<file path="config.mk">
export PLATFORM = sky130hd
export DESIGN_NAME = wb_master_arbiter_flat
export DESIGN_NICKNAME = d
export VERILOG_FILES = /design/src/rtl/wb_arb_pkg.sv /design/src/rtl/wb_master_arbiter_if.sv /design/src/rtl/wb_arb_rr_pick.sv /design/src/rtl/wb_master_arbiter.sv /design/src/flat_wrapper.sv
export SDC_FILE = /design/constraint.sdc
export NUM_CORES = 1
export LEC_CHECK = 0
export ABC_AREA = 1
export BUFFER_PORTS_ARGS = -buffer_cell sky130_fd_sc_hd__buf_2
export CORE_MARGIN = 2
export CORE_UTILIZATION = 52
export DETAILED_ROUTE_END_ITERATION = 10
export PLACE_DENSITY_LB_ADDON = 0.1
export SETUP_SLACK_MARGIN = 0.4
export SLEW_MARGIN = 5
export SYNTH_ARGS = -nofsm -noshare
export SYNTH_HDL_FRONTEND = slang
export SYNTH_HIERARCHICAL = 1
export SYNTH_SLANG_ARGS = --single-unit
</file>
<file path="constraint.sdc">
create_clock -name wb_clk_i -period 1.8 [get_ports wb_clk_i]
set_input_delay 0.18 -clock wb_clk_i [delete_from_list [all_inputs] [get_ports wb_clk_i]]
set_output_delay 0.18 -clock wb_clk_i [all_outputs]
set_load 0.05 [all_outputs]
</file>
<file path="src/rtl/wb_arb_pkg.sv">
// Shared definitions for the Wishbone master arbiter.
//
// Contents:
//   arb_state_t : arbiter FSM state (IDLE, ISSUE, RESP) and its encoding
//   TMO_CNT_W   : width of the slave-response timeout counter
package wb_arb_pkg;

  typedef enum logic [1:0] {
    IDLE  = 2'b00,
    ISSUE = 2'b01,
    RESP  = 2'b10
  } arb_state_t;

  localparam int TMO_CNT_W = 16;

endpackage

</file>
<file path="src/rtl/wb_master_arbiter_if.sv">
// Bundle of the requester-side and shared-bus Wishbone signals of the arbiter.
//
// Requester side (one slice per master, slice i at the i-th lowest bits):
//   wbs_cyc_i, wbs_stb_i, wbs_we_i, wbs_sel_i, wbs_adr_i, wbs_dat_i : requests
//   wbs_dat_o, wbs_ack_o, wbs_err_o                               : responses
// Shared bus side:
//   wbm_cyc_o, wbm_stb_o, wbm_we_o, wbm_sel_o, wbm_adr_o, wbm_dat_o : cycle out
//   wbm_dat_i, wbm_ack_i, wbm_err_i                                : slave reply
//
// Modports:
//   master : the arbiter itself (it is the master on the shared bus)
//   slave  : the surroundings (requesting masters plus the shared slave)
interface wb_master_arbiter_if #(
  parameter int NUM_MASTERS    = 2,
  parameter int BUS_DATA_WIDTH = 32,
  parameter int BUS_ADDR_WIDTH = 32
);

  logic [NUM_MASTERS-1:0]                wbs_cyc_i;
  logic [NUM_MASTERS-1:0]                wbs_stb_i;
  logic [NUM_MASTERS-1:0]                wbs_we_i;
  logic [4*NUM_MASTERS-1:0]              wbs_sel_i;
  logic [BUS_ADDR_WIDTH*NUM_MASTERS-1:0] wbs_adr_i;
  logic [BUS_DATA_WIDTH*NUM_MASTERS-1:0] wbs_dat_i;
  logic [BUS_DATA_WIDTH*NUM_MASTERS-1:0] wbs_dat_o;
  logic [NUM_MASTERS-1:0]                wbs_ack_o;
  logic [NUM_MASTERS-1:0]                wbs_err_o;

  logic                      wbm_cyc_o;
  logic                      wbm_stb_o;
  logic                      wbm_we_o;
  logic [3:0]                wbm_sel_o;
  logic [BUS_ADDR_WIDTH-1:0] wbm_adr_o;
  logic [BUS_DATA_WIDTH-1:0] wbm_dat_o;
  logic [BUS_DATA_WIDTH-1:0] wbm_dat_i;
  logic                      wbm_ack_i;
  logic                      wbm_err_i;

  modport master (
    input  wbs_cyc_i, wbs_stb_i, wbs_we_i, wbs_sel_i, wbs_adr_i, wbs_dat_i,
    output wbs_dat_o, wbs_ack_o, wbs_err_o,
    output wbm_cyc_o, wbm_stb_o, wbm_we_o, wbm_sel_o, wbm_adr_o, wbm_dat_o,
    input  wbm_dat_i, wbm_ack_i, wbm_err_i
  );

  modport slave (
    output wbs_cyc_i, wbs_stb_i, wbs_we_i, wbs_sel_i, wbs_adr_i, wbs_dat_i,
    input  wbs_dat_o, wbs_ack_o, wbs_err_o,
    input  wbm_cyc_o, wbm_stb_o, wbm_we_o, wbm_sel_o, wbm_adr_o, wbm_dat_o,
    output wbm_dat_i, wbm_ack_i, wbm_err_i
  );

endinterface

</file>
<file path="src/rtl/wb_arb_rr_pick.sv">
// Round-robin selector: finds the first set bit of the pending vector at or
// after rr_ptr, wrapping modulo NUM_MASTERS. Purely combinational.
//
// Ports:
//   pending : one bit per master slot holding a request
//   rr_ptr  : index where the search starts
//   pick    : index of the selected slot (0 when nothing is pending)
//   found   : high when any slot is pending
module wb_arb_rr_pick #(
  parameter int NUM_MASTERS = 2
) (
  input  logic [NUM_MASTERS-1:0]         pending,
  input  logic [$clog2(NUM_MASTERS)-1:0] rr_ptr,
  output logic [$clog2(NUM_MASTERS)-1:0] pick,
  output logic                           found
);

  localparam int IDX_W = $clog2(NUM_MASTERS);

  logic [IDX_W-1:0] idx;

  // Walk the offsets from farthest to nearest so the nearest pending slot
  // (smallest offset from rr_ptr) is the one left in pick.
  always_comb begin
    pick  = '0;
    found = 1'b0;
    idx   = '0;
    for (int k = NUM_MASTERS - 1; k >= 0; k--) begin
      idx = IDX_W'((int'(rr_ptr) + k) % NUM_MASTERS);
      if (pending[idx]) begin
        found = 1'b1;
        pick  = idx;
      end
    end
  end

endmodule

</file>
<file path="src/rtl/wb_master_arbiter.sv">
// Round-robin Wishbone arbiter: each requesting master has a one-deep slot
// that captures a strobe (so one-cycle stb pulses are fine); the slots are
// served one at a time on a single shared Wishbone bus, and the slave reply
// is returned to the owning master as a one-cycle ack or err pulse.
//
// Ports:
//   wb_clk_i      : sole clock
//   wb_rst_i      : synchronous active-high reset
//   bus           : requester and shared-bus signals (wb_master_arbiter_if)
//   arb_grant_o   : one-hot owner while a transaction is issued/responded
//   arb_timeout_o : one-cycle pulse when the slave fails to answer in time
//
// Optional feature: define WB_ARB_TIMEOUT_EN to abort a silent slave after
// TIMEOUT_CYCLES clocks of ISSUE, returning an error with read data 0.
module wb_master_arbiter
  import wb_arb_pkg::*;
#(
  parameter int NUM_MASTERS    = 2,
  parameter int BUS_DATA_WIDTH = 32,
  parameter int BUS_ADDR_WIDTH = 32,
  parameter int TIMEOUT_CYCLES = 255
) (
  input  logic                   wb_clk_i,
  input  logic                   wb_rst_i,
  wb_master_arbiter_if.master    bus,
  output logic [NUM_MASTERS-1:0] arb_grant_o,
  output logic                   arb_timeout_o
);

  localparam int IDX_W = $clog2(NUM_MASTERS);
  localparam int DW    = BUS_DATA_WIDTH;
  localparam int AW    = BUS_ADDR_WIDTH;

  if (NUM_MASTERS < 2 || NUM_MASTERS > 4 ||
      TIMEOUT_CYCLES < 1 || TIMEOUT_CYCLES > 65535) begin : g_bad_param
    $error("wb_master_arbiter: parameter out of legal range");
  end

  arb_state_t state, state_n;

  logic [NUM_MASTERS-1:0] pend, pend_n;
  logic [NUM_MASTERS-1:0] slot_we, slot_we_n;
  logic [3:0]             slot_sel [NUM_MASTERS];
  logic [3:0]             slot_sel_n [NUM_MASTERS];
  logic [AW-1:0]          slot_adr [NUM_MASTERS];
  logic [AW-1:0]          slot_adr_n [NUM_MASTERS];
  logic [DW-1:0]          slot_dat [NUM_MASTERS];
  logic [DW-1:0]          slot_dat_n [NUM_MASTERS];

  logic [IDX_W-1:0] rr_ptr, rr_ptr_n;
  logic [IDX_W-1:0] gnt_idx, gnt_idx_n;
  logic [IDX_W-1:0] pick;
  logic             found;

  logic          cyc, cyc_n;
  logic          stb, stb_n;
  logic          we, we_n;
  logic [3:0]    sel, sel_n;
  logic [AW-1:0] adr, adr_n;
  logic [DW-1:0] dat, dat_n;

  logic [NUM_MASTERS-1:0] s_ack, s_ack_n;
  logic [NUM_MASTERS-1:0] s_err, s_err_n;
  logic [DW-1:0]          s_dat [NUM_MASTERS];
  logic [DW-1:0]          s_dat_n [NUM_MASTERS];
  logic [NUM_MASTERS-1:0] grant, grant_n;

  logic [3:0]    req_sel [NUM_MASTERS];
  logic [AW-1:0] req_adr [NUM_MASTERS];
  logic [DW-1:0] req_dat [NUM_MASTERS];

`ifdef WB_ARB_TIMEOUT_EN
  logic [TMO_CNT_W-1:0] tmo_cnt, tmo_cnt_n;
  logic [TMO_CNT_W:0]   tmo_next;
  logic                 tmo, tmo_n;
`endif

  // Split the flat per-master buses into per-slot views.
  for (genvar gi = 0; gi < NUM_MASTERS; gi++) begin : g_slice
    assign req_sel[gi]                  = bus.wbs_sel_i[4*gi +: 4];
    assign req_adr[gi]                  = bus.wbs_adr_i[AW*gi +: AW];
    assign req_dat[gi]                  = bus.wbs_dat_i[DW*gi +: DW];
    assign bus.wbs_dat_o[DW*gi +: DW]   = s_dat[gi];
  end

  wb_arb_rr_pick #(
    .NUM_MASTERS(NUM_MASTERS)
  ) u_pick (
    .pending(pend),
    .rr_ptr (rr_ptr),
    .pick   (pick),
    .found  (found)
  );

  // Next-state and next-output logic. Every output is a register, so this
  // block computes the value each register takes at the coming edge.
  always_comb begin
    state_n    = state;
    pend_n     = pend;
    slot_we_n  = slot_we;
    slot_sel_n = slot_sel;
    slot_adr_n = slot_adr;
    slot_dat_n = slot_dat;
    rr_ptr_n   = rr_ptr;
    gnt_idx_n  = gnt_idx;
    cyc_n      = cyc;
    stb_n      = stb;
    we_n       = we;
    sel_n      = sel;
    adr_n      = adr;
    dat_n      = dat;
    s_ack_n    = '0;
    s_err_n    = '0;
    s_dat_n    = s_dat;
    grant_n    = grant;
`ifdef WB_ARB_TIMEOUT_EN
    tmo_n      = 1'b0;
    tmo_cnt_n  = tmo_cnt;
    tmo_next   = {1'b0, tmo_cnt} + (TMO_CNT_W+1)'(1);
`endif

    // A strobe into an occupied slot is dropped, not queued.
    for (int i = 0; i < NUM_MASTERS; i++) begin
      if (bus.wbs_cyc_i[i] && bus.wbs_stb_i[i] && !pend[i]) begin
        pend_n[i]     = 1'b1;
        slot_we_n[i]  = bus.wbs_we_i[i];
        slot_sel_n[i] = req_sel[i];
        slot_adr_n[i] = req_adr[i];
        slot_dat_n[i] = req_dat[i];
      end
    end

    unique case (state)
      IDLE: begin
        if (found) begin
          gnt_idx_n      = pick;
          grant_n        = '0;
          grant_n[pick]  = 1'b1;
          cyc_n          = 1'b1;
          stb_n          = 1'b1;
          we_n           = slot_we[pick];
          sel_n          = slot_sel[pick];
          adr_n          = slot_adr[pick];
          dat_n          = slot_dat[pick];
          state_n        = ISSUE;
`ifdef WB_ARB_TIMEOUT_EN
          tmo_cnt_n      = '0;
`endif
        end
      end

      ISSUE: begin
        // A real slave reply always beats the timeout; err beats ack.
        if (bus.wbm_err_i || bus.wbm_ack_i) begin
          cyc_n            = 1'b0;
          stb_n            = 1'b0;
          s_dat_n[gnt_idx] = bus.wbm_dat_i;
          if (bus.wbm_err_i) begin
            s_err_n[gnt_idx] = 1'b1;
          end else begin
            s_ack_n[gnt_idx] = 1'b1;
          end
          state_n = RESP;
        end
`ifdef WB_ARB_TIMEOUT_EN
        else if (tmo_next == (TMO_CNT_W+1)'(TIMEOUT_CYCLES)) begin
          cyc_n            = 1'b0;
          stb_n            = 1'b0;
          s_dat_n[gnt_idx] = '0;
          s_err_n[gnt_idx] = 1'b1;
          tmo_n            = 1'b1;
          state_n          = RESP;
        end else begin
          tmo_cnt_n = tmo_next[TMO_CNT_W-1:0];
        end
`endif
      end

      RESP: begin
        // The slot is released as the response pulse ends, so a master that
        // holds stb until it sees ack is not captured twice.
        pend_n[gnt_idx] = 1'b0;
        grant_n         = '0;
        rr_ptr_n        = (int'(gnt_idx) == NUM_MASTERS - 1) ? '0
                                                             : gnt_idx + IDX_W'(1);
        state_n         = IDLE;
      end

      default: state_n = IDLE;
    endcase
  end

  // State and output registers.
  always_ff @(posedge wb_clk_i) begin
    if (wb_rst_i) begin
      state    <= IDLE;
      pend     <= '0;
      slot_we  <= '0;
      slot_sel <= '{default: '0};
      slot_adr <= '{default: '0};
      slot_dat <= '{default: '0};
      rr_ptr   <= '0;
      gnt_idx  <= '0;
      cyc      <= 1'b0;
      stb      <= 1'b0;
      we       <= 1'b0;
      sel      <= '0;
      adr      <= '0;
      dat      <= '0;
      s_ack    <= '0;
      s_err    <= '0;
      s_dat    <= '{default: '0};
      grant    <= '0;
`ifdef WB_ARB_TIMEOUT_EN
      tmo_cnt  <= '0;
      tmo      <= 1'b0;
`endif
    end else begin
      state    <= state_n;
      pend     <= pend_n;
      slot_we  <= slot_we_n;
      slot_sel <= slot_sel_n;
      slot_adr <= slot_adr_n;
      slot_dat <= slot_dat_n;
      rr_ptr   <= rr_ptr_n;
      gnt_idx  <= gnt_idx_n;
      cyc      <= cyc_n;
      stb      <= stb_n;
      we       <= we_n;
      sel      <= sel_n;
      adr      <= adr_n;
      dat      <= dat_n;
      s_ack    <= s_ack_n;
      s_err    <= s_err_n;
      s_dat    <= s_dat_n;
      grant    <= grant_n;
`ifdef WB_ARB_TIMEOUT_EN
      tmo_cnt  <= tmo_cnt_n;
      tmo      <= tmo_n;
`endif
    end
  end

  assign bus.wbm_cyc_o = cyc;
  assign bus.wbm_stb_o = stb;
  assign bus.wbm_we_o  = we;
  assign bus.wbm_sel_o = sel;
  assign bus.wbm_adr_o = adr;
  assign bus.wbm_dat_o = dat;
  assign bus.wbs_ack_o = s_ack;
  assign bus.wbs_err_o = s_err;
  assign arb_grant_o   = grant;

`ifdef WB_ARB_TIMEOUT_EN
  assign arb_timeout_o = tmo;
`else
  assign arb_timeout_o = 1'b0;
`endif

endmodule

</file>
<file path="src/flat_wrapper.sv">
// flat-port wrapper written by rule: the top's interface ports become plain ports
module wb_master_arbiter_flat import wb_arb_pkg::*;
#(
  parameter int NUM_MASTERS    = 2,
  parameter int BUS_DATA_WIDTH = 32,
  parameter int BUS_ADDR_WIDTH = 32,
  parameter int TIMEOUT_CYCLES = 255
)
  (wb_clk_i, wb_rst_i, arb_grant_o, arb_timeout_o, bus_wbs_cyc_i, bus_wbs_stb_i, bus_wbs_we_i, bus_wbs_sel_i, bus_wbs_adr_i, bus_wbs_dat_i, bus_wbs_dat_o, bus_wbs_ack_o, bus_wbs_err_o, bus_wbm_cyc_o, bus_wbm_stb_o, bus_wbm_we_o, bus_wbm_sel_o, bus_wbm_adr_o, bus_wbm_dat_o, bus_wbm_dat_i, bus_wbm_ack_i, bus_wbm_err_i);
  wb_master_arbiter_if #(.NUM_MASTERS(NUM_MASTERS), .BUS_DATA_WIDTH(BUS_DATA_WIDTH), .BUS_ADDR_WIDTH(BUS_ADDR_WIDTH)) bus_i ();
  input  logic wb_clk_i;
  input  logic wb_rst_i;
  output logic [NUM_MASTERS-1:0] arb_grant_o;
  output logic arb_timeout_o;
  input wire logic [$bits(bus_i.wbs_cyc_i)-1:0] bus_wbs_cyc_i;
  input wire logic [$bits(bus_i.wbs_stb_i)-1:0] bus_wbs_stb_i;
  input wire logic [$bits(bus_i.wbs_we_i)-1:0] bus_wbs_we_i;
  input wire logic [$bits(bus_i.wbs_sel_i)-1:0] bus_wbs_sel_i;
  input wire logic [$bits(bus_i.wbs_adr_i)-1:0] bus_wbs_adr_i;
  input wire logic [$bits(bus_i.wbs_dat_i)-1:0] bus_wbs_dat_i;
  output wire logic [$bits(bus_i.wbs_dat_o)-1:0] bus_wbs_dat_o;
  output wire logic [$bits(bus_i.wbs_ack_o)-1:0] bus_wbs_ack_o;
  output wire logic [$bits(bus_i.wbs_err_o)-1:0] bus_wbs_err_o;
  output wire logic [$bits(bus_i.wbm_cyc_o)-1:0] bus_wbm_cyc_o;
  output wire logic [$bits(bus_i.wbm_stb_o)-1:0] bus_wbm_stb_o;
  output wire logic [$bits(bus_i.wbm_we_o)-1:0] bus_wbm_we_o;
  output wire logic [$bits(bus_i.wbm_sel_o)-1:0] bus_wbm_sel_o;
  output wire logic [$bits(bus_i.wbm_adr_o)-1:0] bus_wbm_adr_o;
  output wire logic [$bits(bus_i.wbm_dat_o)-1:0] bus_wbm_dat_o;
  input wire logic [$bits(bus_i.wbm_dat_i)-1:0] bus_wbm_dat_i;
  input wire logic [$bits(bus_i.wbm_ack_i)-1:0] bus_wbm_ack_i;
  input wire logic [$bits(bus_i.wbm_err_i)-1:0] bus_wbm_err_i;
  assign bus_i.wbs_cyc_i = bus_wbs_cyc_i;
  assign bus_i.wbs_stb_i = bus_wbs_stb_i;
  assign bus_i.wbs_we_i = bus_wbs_we_i;
  assign bus_i.wbs_sel_i = bus_wbs_sel_i;
  assign bus_i.wbs_adr_i = bus_wbs_adr_i;
  assign bus_i.wbs_dat_i = bus_wbs_dat_i;
  assign bus_wbs_dat_o = bus_i.wbs_dat_o;
  assign bus_wbs_ack_o = bus_i.wbs_ack_o;
  assign bus_wbs_err_o = bus_i.wbs_err_o;
  assign bus_wbm_cyc_o = bus_i.wbm_cyc_o;
  assign bus_wbm_stb_o = bus_i.wbm_stb_o;
  assign bus_wbm_we_o = bus_i.wbm_we_o;
  assign bus_wbm_sel_o = bus_i.wbm_sel_o;
  assign bus_wbm_adr_o = bus_i.wbm_adr_o;
  assign bus_wbm_dat_o = bus_i.wbm_dat_o;
  assign bus_i.wbm_dat_i = bus_wbm_dat_i;
  assign bus_i.wbm_ack_i = bus_wbm_ack_i;
  assign bus_i.wbm_err_i = bus_wbm_err_i;
  wb_master_arbiter #(.NUM_MASTERS(NUM_MASTERS), .BUS_DATA_WIDTH(BUS_DATA_WIDTH), .BUS_ADDR_WIDTH(BUS_ADDR_WIDTH), .TIMEOUT_CYCLES(TIMEOUT_CYCLES)) u_core (.wb_clk_i(wb_clk_i), .wb_rst_i(wb_rst_i), .bus(bus_i), .arb_grant_o(arb_grant_o), .arb_timeout_o(arb_timeout_o));
endmodule
</file>
# Yosys cells after proc, flatten, opt, wreduce, memory -nomap -nowiden
# Cells that the tools add are included.
dict set report totals {
  in_bits 178
  ff_bits 284
  word_cells 102
}
dict set report classes {
  bitwise 7
  addsub 2
  n_reduce_logical 20
  muxes 38
  n_eq_ne 4
  n_lt_le_gt_ge 9
}
# cell count
set ops {}
lappend ops {{$mux W32} 7}
lappend ops {{$bwmux W64} 1}
lappend ops {{$demux W32 S1} 1}
lappend ops {{$mux W1} 17}
lappend ops {{$mux W4} 3}
lappend ops {{$lt A1 B2 Y1 const B} 4}
lappend ops {{$mux W2} 4}
lappend ops {{$pmux W2 S2} 2}
lappend ops {{$reduce_and A2 Y1} 4}
lappend ops {{$reduce_or A4 Y1} 2}
lappend ops {{$logic_and A1 B1 Y1} 7}
lappend ops {{$ge A2 B2 Y1 const B} 2}
lappend ops {{$ne A2 B1 Y1 const B} 2}
lappend ops {{$not A1 Y2} 2}
lappend ops {{$reduce_bool A2 Y1} 2}
lappend ops {{$not A1 Y1} 3}
lappend ops {{$reduce_and A3 Y1} 1}
lappend ops {{$add A1 B1 Y1 const B} 2}
lappend ops {{$and A2 B2 Y2} 1}
lappend ops {{$demux W1 S1} 2}
lappend ops {{$eq A2 B1 Y1 const B} 1}
lappend ops {{$eq A2 B2 Y1 const B} 1}
lappend ops {{$ge A1 B1 Y1 const B} 2}
lappend ops {{$logic_not A1 Y1} 2}
lappend ops {{other kinds (5)} 5}

# Longest topological paths before layout
dict set report depth {
  depth_word 11
  depth_mapped 9
}

# Hierarchy
# The synthesis kept the hierarchy.
# module seq_area_each_um2 instances area_each_um2 cells_each
set modules_own_cells {}
lappend modules_own_cells {wb_master_arbiter 5685.5 1 11599.9 1689}
lappend modules_own_cells {wb_arb_rr_pick 0.0 1 18.8 4}

# Worst setup path after synthesis
# OpenSTA, ideal clock, no wires.
dict set report synth_path {
  path_kind {reg-to-reg}
  from {register u_core.pend[1]}
  to {register u_core.adr[10], in the netlist u_core/bus.wbm_adr_o[10]}
  n_path_buf 2
  arrival_time_ns 1.232
  required_time_ns 1.730
  slack_ns 0.497
  path_stages_with_launch 9
  path_cell_list {dfxtp_1 inv_1 a21oi_1 buf_2 clkbuf_1 nand2_1 nand2_1 nand2_1 a21oi_1}
}
dict set report synth_via {
  elab_chain_cells 8
  elab_cells_between_ends 13
  cone_classes {mux: 11; bitwise: 1; reduce/logical: 1}
}
# item line
set synth_rtl {}
lappend synth_rtl {{start, declared} wb_master_arbiter.sv:41} ;# logic [NUM_MASTERS-1:0] pend, pend_n;
lappend synth_rtl {{start signal, assigned} wb_master_arbiter.sv:220} ;# pend <= pend_n;
lappend synth_rtl {{$mux W1 (implied by the code) (2 in series)} wb_arb_rr_pick.sv:30} ;# if (pending[idx]) begin
lappend synth_rtl {{$mux W1} wb_arb_rr_pick.sv:30}
lappend synth_rtl {{$mux W1 (*)} wb_arb_rr_pick.sv:30}
lappend synth_rtl {{net u_core.pick} wb_master_arbiter.sv:52} ;# logic [IDX_W-1:0] pick;
lappend synth_rtl {{$not A1 Y2 (implied by the code) (*)} wb_master_arbiter.sv:143} ;# adr_n = slot_adr[pick];
lappend synth_rtl {{$mux W32 (implied by the code) (*) (3 in series)} wb_master_arbiter.sv:143}
lappend synth_rtl {{end signal, assigned} wb_master_arbiter.sv:231} ;# adr <= adr_n;
lappend synth_rtl {{end, declared} wb_master_arbiter.sv:59} ;# logic [AW-1:0] adr, adr_n;
# Mark *: on every way through the listed nets, which the timed path passes. The rest lies on a longest branch. The select of a mux whose other input is x is not followed.
# A chain may end at the register's enable or synchronous reset.

# Worst setup path after layout
dict set report layout_path {
  from {register u_core.rr_ptr}
  to {register u_core.adr[3], in the netlist u_core/bus.wbm_adr_o[3]}
}
dict set report layout_via {
  elab_chain_cells 9
  elab_cells_between_ends 14
  cone_classes {add/sub: 1; mux: 11; bitwise: 1; reduce/logical: 1}
}
# item line
set layout_rtl {}
lappend layout_rtl {{start, declared} wb_master_arbiter.sv:50} ;# logic [IDX_W-1:0] rr_ptr, rr_ptr_n;
lappend layout_rtl {{start signal, assigned} wb_master_arbiter.sv:225} ;# rr_ptr <= rr_ptr_n;
lappend layout_rtl {{$add A1 B1 Y1} wb_arb_rr_pick.sv:29} ;# idx = IDX_W'((int'(rr_ptr) + k) % NUM_MASTERS);
lappend layout_rtl {{$mux W1 (implied by the code) (2 in series)} wb_arb_rr_pick.sv:30}
lappend layout_rtl {{$mux W1} wb_arb_rr_pick.sv:30}
lappend layout_rtl {{$mux W1 (*)} wb_arb_rr_pick.sv:30}
lappend layout_rtl {{net u_core.pick} wb_master_arbiter.sv:52}
lappend layout_rtl {{$not A1 Y2 (implied by the code) (*)} wb_master_arbiter.sv:143}
lappend layout_rtl {{$mux W32 (implied by the code) (*) (3 in series)} wb_master_arbiter.sv:143}
# Marks and branches as above.

==> results.md <==
* First-pass GRT wire length at 58400 µm
* Relative slew slack at 0.662
* Total gr overflow at 0
* Post-synthesis cell count at between 1500 and 2000
* Largest net degree at the start of global routing at about 120
* Initial Utilization at 0.531
* Die width at between 150 and 200 µm
* DR iter-0 viols at 1073
* Overall global routing resource usage at 0.299
* DPL Wire Length at 20800 µm
* Critical path startpoint category: flop
* Library cells used by synthesis at 22
* DR top layer: met5
* WP buf/inv at 3
* Crit path max fanout at 7
* Clock Sinks at about 280
* Most common cell after layout, fill and taps aside: nand2_1
* Vias in the first global route at between 10000 and 15000
* CTS tree: yes
* Mapped cell area at between 10000 and 15000 µm²
* Met3 wire length at 3400 µm
* R2r startpoint: u_core/rr_ptr$_SDFFE_PP0P_
* Routed wire per std cell at 16.1 µm
* Post-Place Setup Slack at ~280 ps
* P per Cell Area at 945 nW/µm²
* Worst setup EP type: flop
* LEAKAGE at between 8 and 9 nW
* Root Driver: clkbuf_16
* WL met2 at slightly below 20000 µm
* R2r worst-path depth at 8
* Status: finished, final reports clean
* Antenna violations before repair at 3
* Skew-Pair Late Insertion Delay at 550 ps
* Antenna-violating nets left at 0
* H-tree levels at 1
* Most frequent cells in the layout: nand2_1, nor2_1, buf_2, dfxtp_1, dlygate4sd3_1
* Seq/Total Area, Yosys at 0.489
* Worst clock skew at approximately 16 ps
* Worst Tran Pin Value at ~510 ps
* Crit path to: u_core/bus.wbm_adr_o[3]$_SDFFE_PP0P_
* Clock tree buffer depth at 3
* Share of cells above drive strength 1 at 0.229
* Max-cap violation count at 0
* Synth warn at 6
* DRC viols at 0
* VDD IR max at approximately 720 µV
* Final min period at 1410 ps
* Fillers at 1630
* Max incr delay on CP at roughly 340 ps
* Port Buffers at around 320
* Tcrit/Tclk final at 0.785
* Final worst slack at about 390 ps
* Finish-stage setup viols at 0
* Placer's final routability congestion estimate at between 0.8 and 0.9
* Hold WC Path Type: input port to flop
* Die Y at roughly 150 µm
* CP Class: flop to flop
* Layout Nets at ~2300
* RSZ-0062 raised after global routing: yes
* I/O Pins at 320
* Crit-path cells: inv_2, a21oi_4, buf_6, clkbuf_16, nand2_4, nand2_2, nand2_2, a21oi_2
* Crit path top cell by count: nand2_2
* P&R area growth vs syn at 43.9%
* Syn_area_per_cell at approximately 7 µm²
* Setup_tns at 0 ps
* Die area at about 24000 µm²
* M1 WL at between 15000 and 20000 µm
* Yosys reg bits at between 200 and 300
* Via count at 12400
* Net Count, Synth at 1871
* Cell Rows at 54
* Maximum clock rate at around 0.7 GHz
* Worst-path clk slew at approximately 60 ps
* Drt total wl at 39500 µm
* Slew Limit Fails at 0
* Reg2Reg Setup Slack at about 390 ps
* R2R Path End: u_core/bus.wbm_adr_o[3]$_SDFFE_PP0P_
* Vias/cell at ~5
* Crit path from: u_core/rr_ptr$_SDFFE_PP0P_
* Worst path slowest cell: dfxtp_2
* WP data arrival at 1890 ps
* Final hold vios at 0
* Req. time, crit path at around 2300 ps
* CORE AREA at ~22000 µm²
* Num CTS Buffers at 30
* Largest delay contributor family on the critical path: compound AO/OA/AOI/OAI gates
* Count of TritonRoute iterations in the first routing pass at 5
* CP Depth at 8
## timing repair
item | CTS | global route
gates resized for setup | 14 | 90
cloned | 0 | 13
pin swaps | 1 | 36
hold endpoints to repair | 200 | 0
setup endpoints to repair | 107 | 144
buffers inserted | 1 | 8
hold buffers | 175 | 0
## power by group
part	internal [mW]	switching, mW	total [mW]
Combinational	1.05	1.75	2.81
Sequential	6.65	0.200	6.85
Clock	3.65	2.48	6.14
## tightest hold or removal path, cell delays in order
cell,delay [ps]
buf_2,90
inv_1,60
nand3_1,70
nand2_1,50
nor2_1,70
## how the worst min path moves through the flow
stage | startpoint | endpoint | slack [ps] | cells after the start
2_1_floorplan | wb_rst_i | u_core/state[1]$_SDFFE_PP0P_ | 260 | 1
3_3_place_gp | bus_wbs_adr_i[30] | u_core/slot_adr[62]$_SDFFE_PP0P_ | 400 | 3
3_5_place_dp | bus_wbs_dat_i[2] | u_core/slot_dat[34]$_SDFFE_PP0P_ | 410 | 3
5_1_grt | bus_wbm_dat_i[20] | u_core/bus.wbs_dat_o[52]$_SDFFE_PP0P_ | 50 | 5
4_1_cts | bus_wbm_dat_i[20] | u_core/bus.wbs_dat_o[52]$_SDFFE_PP0P_ | 9 | 5
6_report | bus_wbm_dat_i[20] | u_core/bus.wbs_dat_o[52]$_SDFFE_PP0P_ | 20 | 5
## kinds of logic (layout without fill, tap and decap cells)
family                 count (synthesis)  in the layout  share of synthesized area
and+or+nand+nor                      910            911                      0.310
DFF                                  284            284                      0.489
buffers and inverters                280            764                      0.107
AOI/OAI and AO/OA                    218            218                     0.0939
other                                  1              3                   0.000323
## Yosys cell counts, drive strengths merged
cell    count  share of area
clkbuf     49          0.017
dfxtp     284           0.49
clkinv      1        0.00032
inv       171          0.055
conb        1        0.00032
o21ai     140          0.060
nor2      353           0.12
buf        59          0.034
nand3      70          0.033
or2         1        0.00054
nand2     486           0.16
a21oi      78          0.034
## state kept, by name, indices dropped and copies added (netlist names), 4 cells and up
signal / count
u_core/bus.wbm_adr_o: 32
u_core/bus.wbm_dat_o: 32
u_core/bus.wbm_sel_o: 4
u_core/bus.wbs_dat_o: 64
u_core/slot_adr: 64
u_core/slot_dat: 64
u_core/slot_sel: 8
## metal layers
layer | track usage | vias up
met1 | 0.363 | 5589
met5 | 0 | -
met3 | 0.0578 | 117
met4 | 0.135 | 2
met2 | 0.513 | 607
li1 | - | 6072
## cell type report
class,instances,area (µm²),area share
flip-flops and latches,284,5700,0.341
well taps,280,350,0.0210
clock buffers,42,877,0.0525
repair buffers,539,4110,0.246
multi-input cells,1130,4900,0.293
diodes,2,5.00,0.000299
clock inverters,11,108,0.00644
inverters,172,669,0.0400
## metrics by stage
stage	area, µm²	instances	utilization	power, mW	hold WS [ps]
2_1_floorplan	11600	1693	-	8.46	264
3_3_place_gp	13300	2208	0.607	9.11	402
3_5_place_dp	13300	2208	0.607	9.13	408
4_1_cts	16100	2437	0.734	15.5	8.82
5_1_grt	16700	2460	0.764	16.4	50.2
6_report	16700	2460	0.764	15.8	18.6
Power figures use the tool's default switching activity.
